### src/rtl/tophat_model_loader_if.sv
// tophat_model_loader_if
//   Bundles the model-byte stream coming from the host I/O interface and
//   the node-memory write port going to the node RAM.
//   Stream side : model_byte_valid_i, model_byte_i, clear_i
//   Memory side : mem_we_o, mem_addr_o, mem_wdata_o
//   Stream bytes are plain one-cycle strobes with no backpressure: a byte is
//   taken on every rising edge where model_byte_valid_i is high, and the
//   loader never stalls the producer. mem_we_o is a one-cycle write strobe;
//   mem_addr_o/mem_wdata_o are valid whenever mem_we_o is high.
//   slave  : the loader (consumes the stream, drives the memory port)
//   master : the upstream/downstream environment
interface tophat_model_loader_if #(
    parameter int NODE_BYTES = 4,
    parameter int ADDR_W     = 5
);
    logic                    model_byte_valid_i;
    logic [7:0]              model_byte_i;
    logic                    clear_i;
    logic                    mem_we_o;
    logic [ADDR_W-1:0]       mem_addr_o;
    logic [8*NODE_BYTES-1:0] mem_wdata_o;

    modport slave (
        input  model_byte_valid_i, model_byte_i, clear_i,
        output mem_we_o, mem_addr_o, mem_wdata_o
    );

    modport master (
        output model_byte_valid_i, model_byte_i, clear_i,
        input  mem_we_o, mem_addr_o, mem_wdata_o
    );
endinterface

### src/rtl/tophat_model_loader.sv
// tophat_model_loader
//   Assembles the validated model byte stream into NODE_BYTES-wide tree-node
//   records and writes them to node memory. A download is framed as
//   header N, N*NODE_BYTES record bytes, then an XOR checksum byte covering
//   the header and all record bytes. model_valid_o gates the inference core.
//   Ports:
//     clk, rst      : clock, asynchronous active-high reset
//     bus (slave)   : byte stream in, node-memory write port out
//     node_count_o  : header count of the current/last download
//     model_valid_o : complete model with good checksum is in memory
//     load_err_o    : last download rejected (bad header or checksum)
//     busy_o        : download in progress (loading records or checksum)
//     state_o       : current FSM state, for observation
module tophat_model_loader #(
    parameter int NODE_BYTES = 4,
    parameter int ADDR_W     = 5
) (
    input  logic              clk,
    input  logic              rst,
    tophat_model_loader_if.slave bus,
    output logic [ADDR_W:0]   node_count_o,
    output logic              model_valid_o,
    output logic              load_err_o,
    output logic              busy_o,
    output logic [2:0]        state_o
);
    localparam int NCW  = ADDR_W + 1;
    localparam int BI_W = $clog2(NODE_BYTES);
    localparam int DW   = 8 * NODE_BYTES;
    localparam int CAP  = 1 << ADDR_W;

    localparam logic [2:0] S_HDR  = 3'd0;
    localparam logic [2:0] S_LOAD = 3'd1;
    localparam logic [2:0] S_CSUM = 3'd2;
    localparam logic [2:0] S_DONE = 3'd3;
    localparam logic [2:0] S_ERR  = 3'd4;

    logic [2:0]        state_q, state_d;
    logic [BI_W-1:0]   byte_idx_q, byte_idx_d;
    logic [NCW-1:0]    node_idx_q, node_idx_d;
    logic [NCW-1:0]    node_count_q, node_count_d;
    logic [7:0]        csum_q, csum_d;
    logic [DW-1:0]     asm_q, asm_d;
    logic              mem_we_q, mem_we_d;
    logic [ADDR_W-1:0] mem_addr_q, mem_addr_d;
    logic [DW-1:0]     mem_wdata_q, mem_wdata_d;
    logic              model_valid_q, model_valid_d;
    logic              load_err_q, load_err_d;
    logic [DW-1:0]     asm_ins;
    logic              hdr_bad;

    // Assembly register with the incoming byte dropped into lane byte_idx.
    always_comb begin
        asm_ins = asm_q;
        for (int k = 0; k < NODE_BYTES; k++) begin
            if (byte_idx_q == BI_W'(k)) asm_ins[8*k +: 8] = bus.model_byte_i;
        end
    end

    // Compared in 32 bits so the bound holds for any ADDR_W.
    assign hdr_bad = (bus.model_byte_i == 8'd0) ||
                     ({24'd0, bus.model_byte_i} > 32'(CAP));

    always_comb begin
        state_d       = state_q;
        byte_idx_d    = byte_idx_q;
        node_idx_d    = node_idx_q;
        node_count_d  = node_count_q;
        csum_d        = csum_q;
        asm_d         = asm_q;
        mem_we_d      = 1'b0;
        mem_addr_d    = mem_addr_q;
        mem_wdata_d   = mem_wdata_q;
        model_valid_d = model_valid_q;
        load_err_d    = load_err_q;

        if (bus.clear_i) begin
            // Clear outranks a coincident byte; node_count and memory survive.
            state_d       = S_HDR;
            byte_idx_d    = '0;
            node_idx_d    = '0;
            csum_d        = '0;
            model_valid_d = 1'b0;
            load_err_d    = 1'b0;
        end else if (bus.model_byte_valid_i) begin
            case (state_q)
                S_HDR: begin
                    if (hdr_bad) begin
                        state_d    = S_ERR;
                        load_err_d = 1'b1;
                    end else begin
                        state_d      = S_LOAD;
                        node_count_d = NCW'(bus.model_byte_i);
                        byte_idx_d   = '0;
                        node_idx_d   = '0;
                        csum_d       = bus.model_byte_i;
                    end
                end
                S_LOAD: begin
                    asm_d  = asm_ins;
                    csum_d = csum_q ^ bus.model_byte_i;
                    if (byte_idx_q == BI_W'(NODE_BYTES - 1)) begin
                        mem_we_d    = 1'b1;
                        mem_addr_d  = node_idx_q[ADDR_W-1:0];
                        mem_wdata_d = asm_ins;
                        byte_idx_d  = '0;
                        node_idx_d  = node_idx_q + NCW'(1);
                        // node_idx is one bit wider than the address, so
                        // N == 2^ADDR_W ends here rather than wrapping.
                        if (node_idx_q + NCW'(1) == node_count_q) state_d = S_CSUM;
                    end else begin
                        byte_idx_d = byte_idx_q + BI_W'(1);
                    end
                end
                S_CSUM: begin
                    if (bus.model_byte_i == csum_q) begin
                        state_d       = S_DONE;
                        model_valid_d = 1'b1;
                    end else begin
                        state_d    = S_ERR;
                        load_err_d = 1'b1;
                    end
                end
                default: ; // S_DONE / S_ERR: bytes ignored until clear
            endcase
        end
    end

    always_ff @(posedge clk or posedge rst) begin
        if (rst) begin
            state_q       <= S_HDR;
            byte_idx_q    <= '0;
            node_idx_q    <= '0;
            node_count_q  <= '0;
            csum_q        <= '0;
            asm_q         <= '0;
            mem_we_q      <= 1'b0;
            mem_addr_q    <= '0;
            mem_wdata_q   <= '0;
            model_valid_q <= 1'b0;
            load_err_q    <= 1'b0;
        end else begin
            state_q       <= state_d;
            byte_idx_q    <= byte_idx_d;
            node_idx_q    <= node_idx_d;
            node_count_q  <= node_count_d;
            csum_q        <= csum_d;
            asm_q         <= asm_d;
            mem_we_q      <= mem_we_d;
            mem_addr_q    <= mem_addr_d;
            mem_wdata_q   <= mem_wdata_d;
            model_valid_q <= model_valid_d;
            load_err_q    <= load_err_d;
        end
    end

    assign bus.mem_we_o    = mem_we_q;
    assign bus.mem_addr_o  = mem_addr_q;
    assign bus.mem_wdata_o = mem_wdata_q;
    assign node_count_o    = node_count_q;
    assign model_valid_o   = model_valid_q;
    assign load_err_o      = load_err_q;
    assign busy_o          = (state_q == S_LOAD) || (state_q == S_CSUM);
    assign state_o         = state_q;
endmodule

### src/flat_wrapper.sv
// flat-port wrapper written by rule: the top's interface ports become plain ports
module tophat_model_loader_flat 
#(
    parameter int NODE_BYTES = 4,
    parameter int ADDR_W     = 5
)
  (clk, rst, node_count_o, model_valid_o, load_err_o, busy_o, state_o, bus_model_byte_valid_i, bus_model_byte_i, bus_clear_i, bus_mem_we_o, bus_mem_addr_o, bus_mem_wdata_o);
  tophat_model_loader_if #(.NODE_BYTES(NODE_BYTES), .ADDR_W(ADDR_W)) bus_i ();
  input  logic clk;
  input  logic rst;
  output logic [ADDR_W:0] node_count_o;
  output logic model_valid_o;
  output logic load_err_o;
  output logic busy_o;
  output logic [2:0] state_o;
  input wire logic [$bits(bus_i.model_byte_valid_i)-1:0] bus_model_byte_valid_i;
  input wire logic [$bits(bus_i.model_byte_i)-1:0] bus_model_byte_i;
  input wire logic [$bits(bus_i.clear_i)-1:0] bus_clear_i;
  output wire logic [$bits(bus_i.mem_we_o)-1:0] bus_mem_we_o;
  output wire logic [$bits(bus_i.mem_addr_o)-1:0] bus_mem_addr_o;
  output wire logic [$bits(bus_i.mem_wdata_o)-1:0] bus_mem_wdata_o;
  assign bus_i.model_byte_valid_i = bus_model_byte_valid_i;
  assign bus_i.model_byte_i = bus_model_byte_i;
  assign bus_i.clear_i = bus_clear_i;
  assign bus_mem_we_o = bus_i.mem_we_o;
  assign bus_mem_addr_o = bus_i.mem_addr_o;
  assign bus_mem_wdata_o = bus_i.mem_wdata_o;
  tophat_model_loader #(.NODE_BYTES(NODE_BYTES), .ADDR_W(ADDR_W)) u_core (.clk(clk), .rst(rst), .bus(bus_i), .node_count_o(node_count_o), .model_valid_o(model_valid_o), .load_err_o(load_err_o), .busy_o(busy_o), .state_o(state_o));
endmodule
### config.mk
export PLATFORM = sky130hd
export DESIGN_NAME = tophat_model_loader_flat
export DESIGN_NICKNAME = d
export VERILOG_FILES = /design/src/rtl/tophat_model_loader_if.sv /design/src/rtl/tophat_model_loader.sv /design/src/flat_wrapper.sv
export SDC_FILE = /design/constraint.sdc
export NUM_CORES = 1
export LEC_CHECK = 0
export ABC_AREA = 0
export CORE_MARGIN = 2
export CORE_UTILIZATION = 35
export DETAILED_ROUTE_END_ITERATION = 7
export PLACE_DENSITY = 0.52
export RECOVER_POWER = 100
export SYNTH_ARGS = -nofsm -noshare
export SYNTH_HDL_FRONTEND = slang
export SYNTH_SLANG_ARGS = --single-unit
export TNS_END_PERCENT = 30
### constraint.sdc
create_clock -name clk -period 5.8 [get_ports clk]
set_input_delay 1.16 -clock clk [delete_from_list [all_inputs] [get_ports clk]]
set_output_delay 1.16 -clock clk [all_outputs]
set_load 0.01 [all_outputs]
==> flow_summary.ini, run 1 <==
[logic_synthesis]
ys.flop_type = dfrtp_1
syn_nets = 419
async_reset_ff_share_pct = 100
netlist_instances = 402
syn-cell-area_sq_um = 4240
synth_edf_count = 0
ys_ff_latch = 89
ys_seq_area_share_pct = 52.5
syn_avg_cell_area_sq_um = 10.5
synth_cell_types = 53
yosys_warnings = 0

[sta]
clock.fmax_ghz = 0.235
fin_crit_ns = 4.25
drv_slew = 65
clock_skew_ns = 0.00703
worst_pin_slew_ns = 2.88
final-hold-violation-count = 0
setup_tns_ns = 0
rsz0062_at_grt = no
layout_worst_path_cycle_share_pct = 73.2
finalSetupViolCount = 0
slew-limit-headroom_pct = -93.2

[cells_and_area]
area_delta_synth_final_pct = 21.5
finalNetCount = 467
drive_gt1_share_pct = 10.8
n_antenna_cell = 0
final_cells = 601

[clock_network]
post_cts_resized = 0
clk_latency_ns = 0.34
clk_pin_slew_worst_paths_ns = 0.06
post_cts_buffers = 0
htree_levels = 3
cts_buffer_depth = 2
numCtsBuffers = 9
cts_hold_buffers = 0
clock-sinks = 89
cts_tree = built
cts_root_buffer = clkbuf_16

[floorplanning]
die_h_microns = 114
dieArea_sq_um = 13000
io_pins = 62
die_w_microns = 114
start_util_pct = 35.6
core_area_sq_um = 11900
rows = 40

[drt]
route.met3.wl_microns = 338
drt-met1-wl_microns = 4820
drt-pass1-iter-count = 4
dr.max_layer_used = met4
wl_per_cell_microns = 16.1
route.met2.wl_microns = 4340
via_per_inst = 4.95
remaining_drc_errors = 0
drt_iter0_drc = 110
final_antenna_net_count = 0
vias = 2977
drt-total-wl_microns = 9680

[power]
p_int_w = 0.00105
p_sw_w = 0.000338
ir_drop_mv = 0.156
combPwrFrac_pct = 10.6
p_sw_share_pct = 24.3
sequentialPowerShare_pct = 48.6
leakage_nw = 2.50
p_clk_share_pct = 40.8
power.density_nw_per_um2 = 270

[min_path]
hold_start = u_core.bus.mem_addr_o[3]
worstHoldPathType = register to register
worstHoldPathCells = 2
hold_path_end = u_core.bus.mem_addr_o[3]

[grt]
antenna_found_initial = 0
track_usage_pct = 15.6
grt_pass1_wl_microns = 15600
first_global_vias = 2883
grt_max_degree = 65
grt_overflow = 0

[worst_setup_path]
crit_arrival_ns = 4.47
worstSetupEndpointType = register
r2r_end = u_core.node_idx_q[2]
cp_data_required_time_ns = 6.02
reg2regPathDepth = 6
critPathLaunch = bus_clear_i
reg2reg_slack_ns = 2.81
start_kind = input port
reg2reg_from = u_core.state_o[1]
path_class = input port to register
crit_fanout = 36

[place]
numPortBuffers = 61
dp_hpwl_microns = 6580
gp_congestion = 0.819
place_inst = 586

[status]
status = finished, violations left
violations = capacitance limit, slew limit

[flow_run]
max_cap_viol_count = 1
==> kinds of logic (layout without fill, tap and decap cells) <==
group | after synthesis | after routing | share of synthesized area, %
AND/OR/NAND/NOR | 126 | 126 | 13.6
flip-flops | 89 | 89 | 52.5
AO/OA/AOI/OAI | 80 | 80 | 12.2
multiplexers | 54 | 54 | 13.6
buffers and inverters | 35 | 87 | 3.92
XOR/XNOR | 13 | 13 | 2.69
adder cells (fa/ha/maj) | 5 | 5 | 1.48
==> sequential cells by signal, indices dropped and copies added (netlist names) <==
register,count
u_core.asm_q,24
u_core.bus.mem_addr_o,5
u_core.bus.mem_wdata_o,32
u_core.bus.mem_we_o,1
u_core.byte_idx_q,2
u_core.csum_q,8
u_core.load_err_o,1
u_core.model_valid_o,1
u_core.node_count_o,6
u_core.node_idx_q,6
u_core.state_o,3
==> metal layers <==
| metal | vias up | GRT usage [%] |
|---|---|---|
| li1 | 1477 | - |
| met1 | 1417 | 22.5 |
| met2 | 70 | 23.5 |
| met3 | 13 | 2.81 |
| met4 | 0 | 6.10 |
| met5 | - | 0 |
==> cell usage in the layout (no fill, tap or decap), types with 3 or more instances in the layout <==
| cell type | n |
|---|---|
| dlygate4sd3_1 | 54 |
| o21ai_0 | 33 |
| nand3_1 | 5 |
| xnor2_1 | 11 |
| inv_1 | 8 |
| nand2_1 | 80 |
| nor3_1 | 5 |
| ha_1 | 5 |
| o22ai_1 | 4 |
| a211o_1 | 4 |
| clkdlybuf4s50_1 | 7 |
| dfrtp_1 | 89 |
| a211oi_1 | 6 |
| nand2b_1 | 5 |
| a31oi_1 | 4 |
| mux2_2 | 29 |
| nor3b_1 | 3 |
| and3_1 | 5 |
| clkbuf_16 | 9 |
| mux2i_1 | 25 |
| nor2_1 | 13 |
| a21oi_1 | 17 |
==> cells in the mapped netlist (all sizes together), types with 6 or more instances <==
master	instances	area, sq um
a211oi	6	55.1
xnor2	11	96.3
clkbuf	15	66.3
inv	9	33.8
mux2	29	327
mux2i	25	250
dfrtp	89	2230
nor2	13	51.3
nand2	80	303
o21ai	33	165
buf	11	66.3
a21oi	17	92.6
==> power groups by stage <==
stage	clock (W)	combinational [W]	sequential (W)
6_report	0.000568	0.000147	0.000677
5_1_grt	0.000617	0.000164	0.000681
4_1_cts	0.000585	0.000158	0.000678
3_5_place_dp	0	0.000158	0.000690
3_3_place_gp	0	0.000158	0.000689
2_1_floorplan	0	0.0000926	0.000687
==> worst max-delay path by stage <==
stage                                 to  slack [ns]  cells past startpoint
finish              u_core.node_idx_q[4]        1.55                      7
global placement    u_core.node_idx_q[3]        1.84                      7
global route        u_core.node_idx_q[4]        1.21                      7
CTS                 u_core.node_idx_q[3]        2.19                      7
detailed placement  u_core.node_idx_q[3]        1.83                      7
floorplan                u_core.asm_q[0]        2.33                      1
==> stage by stage <==
| step | worst slack (ns) | instance area [sq um] | hold WS [ns] | utilization, % | power [W] |
|---|---|---|---|---|---|
| 2_1_floorplan | 2.33 | 4240 | 0.449 | - | 0.000779 |
| 4_1_cts | 2.19 | 5200 | 0.483 | 43.7 | 0.00142 |
| 3_5_place_dp | 1.83 | 4920 | 0.467 | 41.3 | 0.000847 |
| 5_1_grt | 1.21 | 5150 | 0.498 | 43.2 | 0.00146 |
| 6_report | 1.55 | 5150 | 0.473 | 43.2 | 0.00139 |
| 3_3_place_gp | 1.84 | 4920 | 0.463 | 41.3 | 0.000846 |
==> worst max-delay path: stages <==
cell and delay, ns:
dlygate4sd3_1 0.97, nor3_1 0.23, and3_1 0.28, nand2_1 0.73, inv_1 0.53, and3_1 0.33, a211o_1 0.23
==> layout make-up <==
class	instances	area (sq um)
flip-flops and latches	89	2230
clock buffers	10	229
inverters	9	35.0
well taps	147	184
repair buffers	63	626
fillers	1164	6760
multi-input cells	278	1790
clock inverters	5	56.3
(Power assumes the default switching activity.)
==> run 2: changes to the inputs <==
- clock period: 5.8 -> 4.3 ns (I/O delays scaled with it)
==> run 2 against run 1 <==
  * The run still ends with capacitance limit, slew limit left
  * Setup slack got worse by 0.66 ns
  * First-iteration DRC count is 73% higher
  * Register-to-register slack worse by 0.79 ns
  * Sequential power is 35% higher
==> flow_summary.ini, run 2 (same netlist as run 1, synthesis figures left out) <==
[floorplanning]
die_w_microns = 114
rows = 40
dieArea_sq_um = 13000
core_area_sq_um = 11900
io_pins = 62
die_h_microns = 114
start_util_pct = 35.6

[clock_network]
post_cts_buffers = 0
htree_levels = 3
clock-sinks = 89
clk_pin_slew_worst_paths_ns = 0.06
cts_root_buffer = clkbuf_16
cts_hold_buffers = 0
numCtsBuffers = 9
post_cts_resized = 0
cts_tree = built
clk_latency_ns = 0.34
cts_buffer_depth = 2

[status]
violations = capacitance limit, slew limit
status = finished, violations left

[cells_and_area]
layout_common_cells = dfrtp_1, nand2_1, dlygate4sd3_1, o21ai_0, mux2_2
largest_reg_flops = 32
area_delta_synth_final_pct = 24.5
final_common_cell = dfrtp_1
drive_gt1_share_pct = 12.9
fillers = 1157
fin_area_sq_um = 5280
finalNetCount = 471
multi_input_area_sq_um = 1820
seqCellArea_sq_um = 2230
n_antenna_cell = 0

[drt]
wl_per_cell_microns = 16.2
drt-pass1-iter-count = 5
drt_iter0_drc = 190
drt-total-wl_microns = 9790
vias = 3077
remaining_drc_errors = 0
via_per_inst = 5.08
final_antenna_net_count = 0

[worst_setup_path]
start_kind = input port
path_cells = dlygate4sd3_1, clkbuf_1, nor3_1, and3_1, nand2_2, inv_2, and3_1, a211o_1
cp_common_cell = and3_1
worstSetupEndpointType = register
slowest_stage = clkbuf_1
path_class = input port to register
crit_arrival_ns = 3.64
crit_fanout = 19
cp_data_required_time_ns = 4.53
crit_path_max_incr_delay_ns = 0.69

[sta]
clock_skew_ns = 0.00481
final-hold-violation-count = 0
finalSetupViolCount = 0
rsz0062_at_grt = no
clock.fmax_ghz = 0.293
worst_pin_slew_ns = 2.23
slew-limit-headroom_pct = -49.3
fin_crit_ns = 3.41
layout_worst_path_cycle_share_pct = 79.3
setup_tns_ns = 0
drv_slew = 50

[power]
leakage_nw = 2.55
ir_drop_mv = 0.163
power.density_nw_per_um2 = 387

[place]
dp_hpwl_microns = 6720
place_area_sq_um = 4950
gp_congestion = 0.729
numPortBuffers = 61

[grt]
grt_overflow = 0
antenna_found_initial = 0
grt_max_degree = 50
first_global_vias = 3041
grt_pass1_wl_microns = 16100
track_usage_pct = 16.1

[min_path]
worstHoldPathType = register to register

[flow_run]
max_cap_viol_count = 1
run 2: cell types whose count changed in the layout (fill, tap and decap cells not counted), moves of 2 or more:
cell	previous run	this run
a211oi_1	6	4
clkbuf_8	0	2
a211oi_2	0	2
clkinv_2	2	0
bufinv_16	1	3
buf_4	2	5
run 2: worst paths after layout:
kind                                          start                         end  slack [ns]  cells after the start
max                                     bus_clear_i        u_core.node_idx_q[4]        0.89                      8
min                        u_core.bus.mem_addr_o[4]    u_core.bus.mem_addr_o[4]        0.47                      2
max reg2reg                       u_core.state_o[1]        u_core.node_idx_q[2]        2.02                      6
min reg2reg                u_core.bus.mem_addr_o[4]    u_core.bus.mem_addr_o[4]        0.47                      2
max in group asynchronous                       rst  u_core.bus.mem_wdata_o[16]        1.59                      3
min in group asynchronous                       rst  u_core.bus.mem_wdata_o[22]        1.58                      2
run 2: layout make-up:
type	instances	share of cell area, %
flip-flops and latches	89	42.2
inverters	9	0.664
clock buffers	12	4.86
multi-input cells	278	34.6
clock inverters	4	1.87
repair buffers	67	12.4
well taps	147	3.49
run 2: worst max-delay path, delay by kind of cell:
kind                   cells  cell delay (ns)
AO/OA/AOI/OAI              1             0.23
buffers and inverters      3             1.44
AND/OR/NAND/NOR            4             1.11
run 2: report_power, final:
| part | total [W] | switching, W | internal (W) |
|---|---|---|---|
| Sequential | 0.000913 | 0.0000368 | 0.000876 |
| Clock | 0.000923 | 0.000322 | 0.000601 |
| Combinational | 0.000204 | 0.000104 | 0.0000993 |
run 2: layer usage:
metal | track usage [%] | vias to the layer above | part of all wire (%)
li1 | - | 1497 | -
met1 | 22.0 | 1509 | 47
met2 | 25.6 | 64 | 48
met3 | 3.55 | 7 | 3.7
met4 | 5.37 | 0 | 1.1
met5 | 0 | - | 0
run 2: stage by stage:
stage | total power (W) | hold WS (ns) | std cells | setup WS [ns] | utilization (%)
floorplan | 0.00105 | 0.449 | 402 | 1.13 | -
global placement | 0.00114 | 0.463 | 590 | 0.951 | 41.5
detailed placement | 0.00115 | 0.465 | 590 | 0.884 | 41.5
CTS | 0.00208 | 0.482 | 606 | 1.24 | 44.5
global route | 0.00213 | 0.505 | 606 | 0.628 | 44.3
finish | 0.00204 | 0.467 | 606 | 0.891 | 44.3
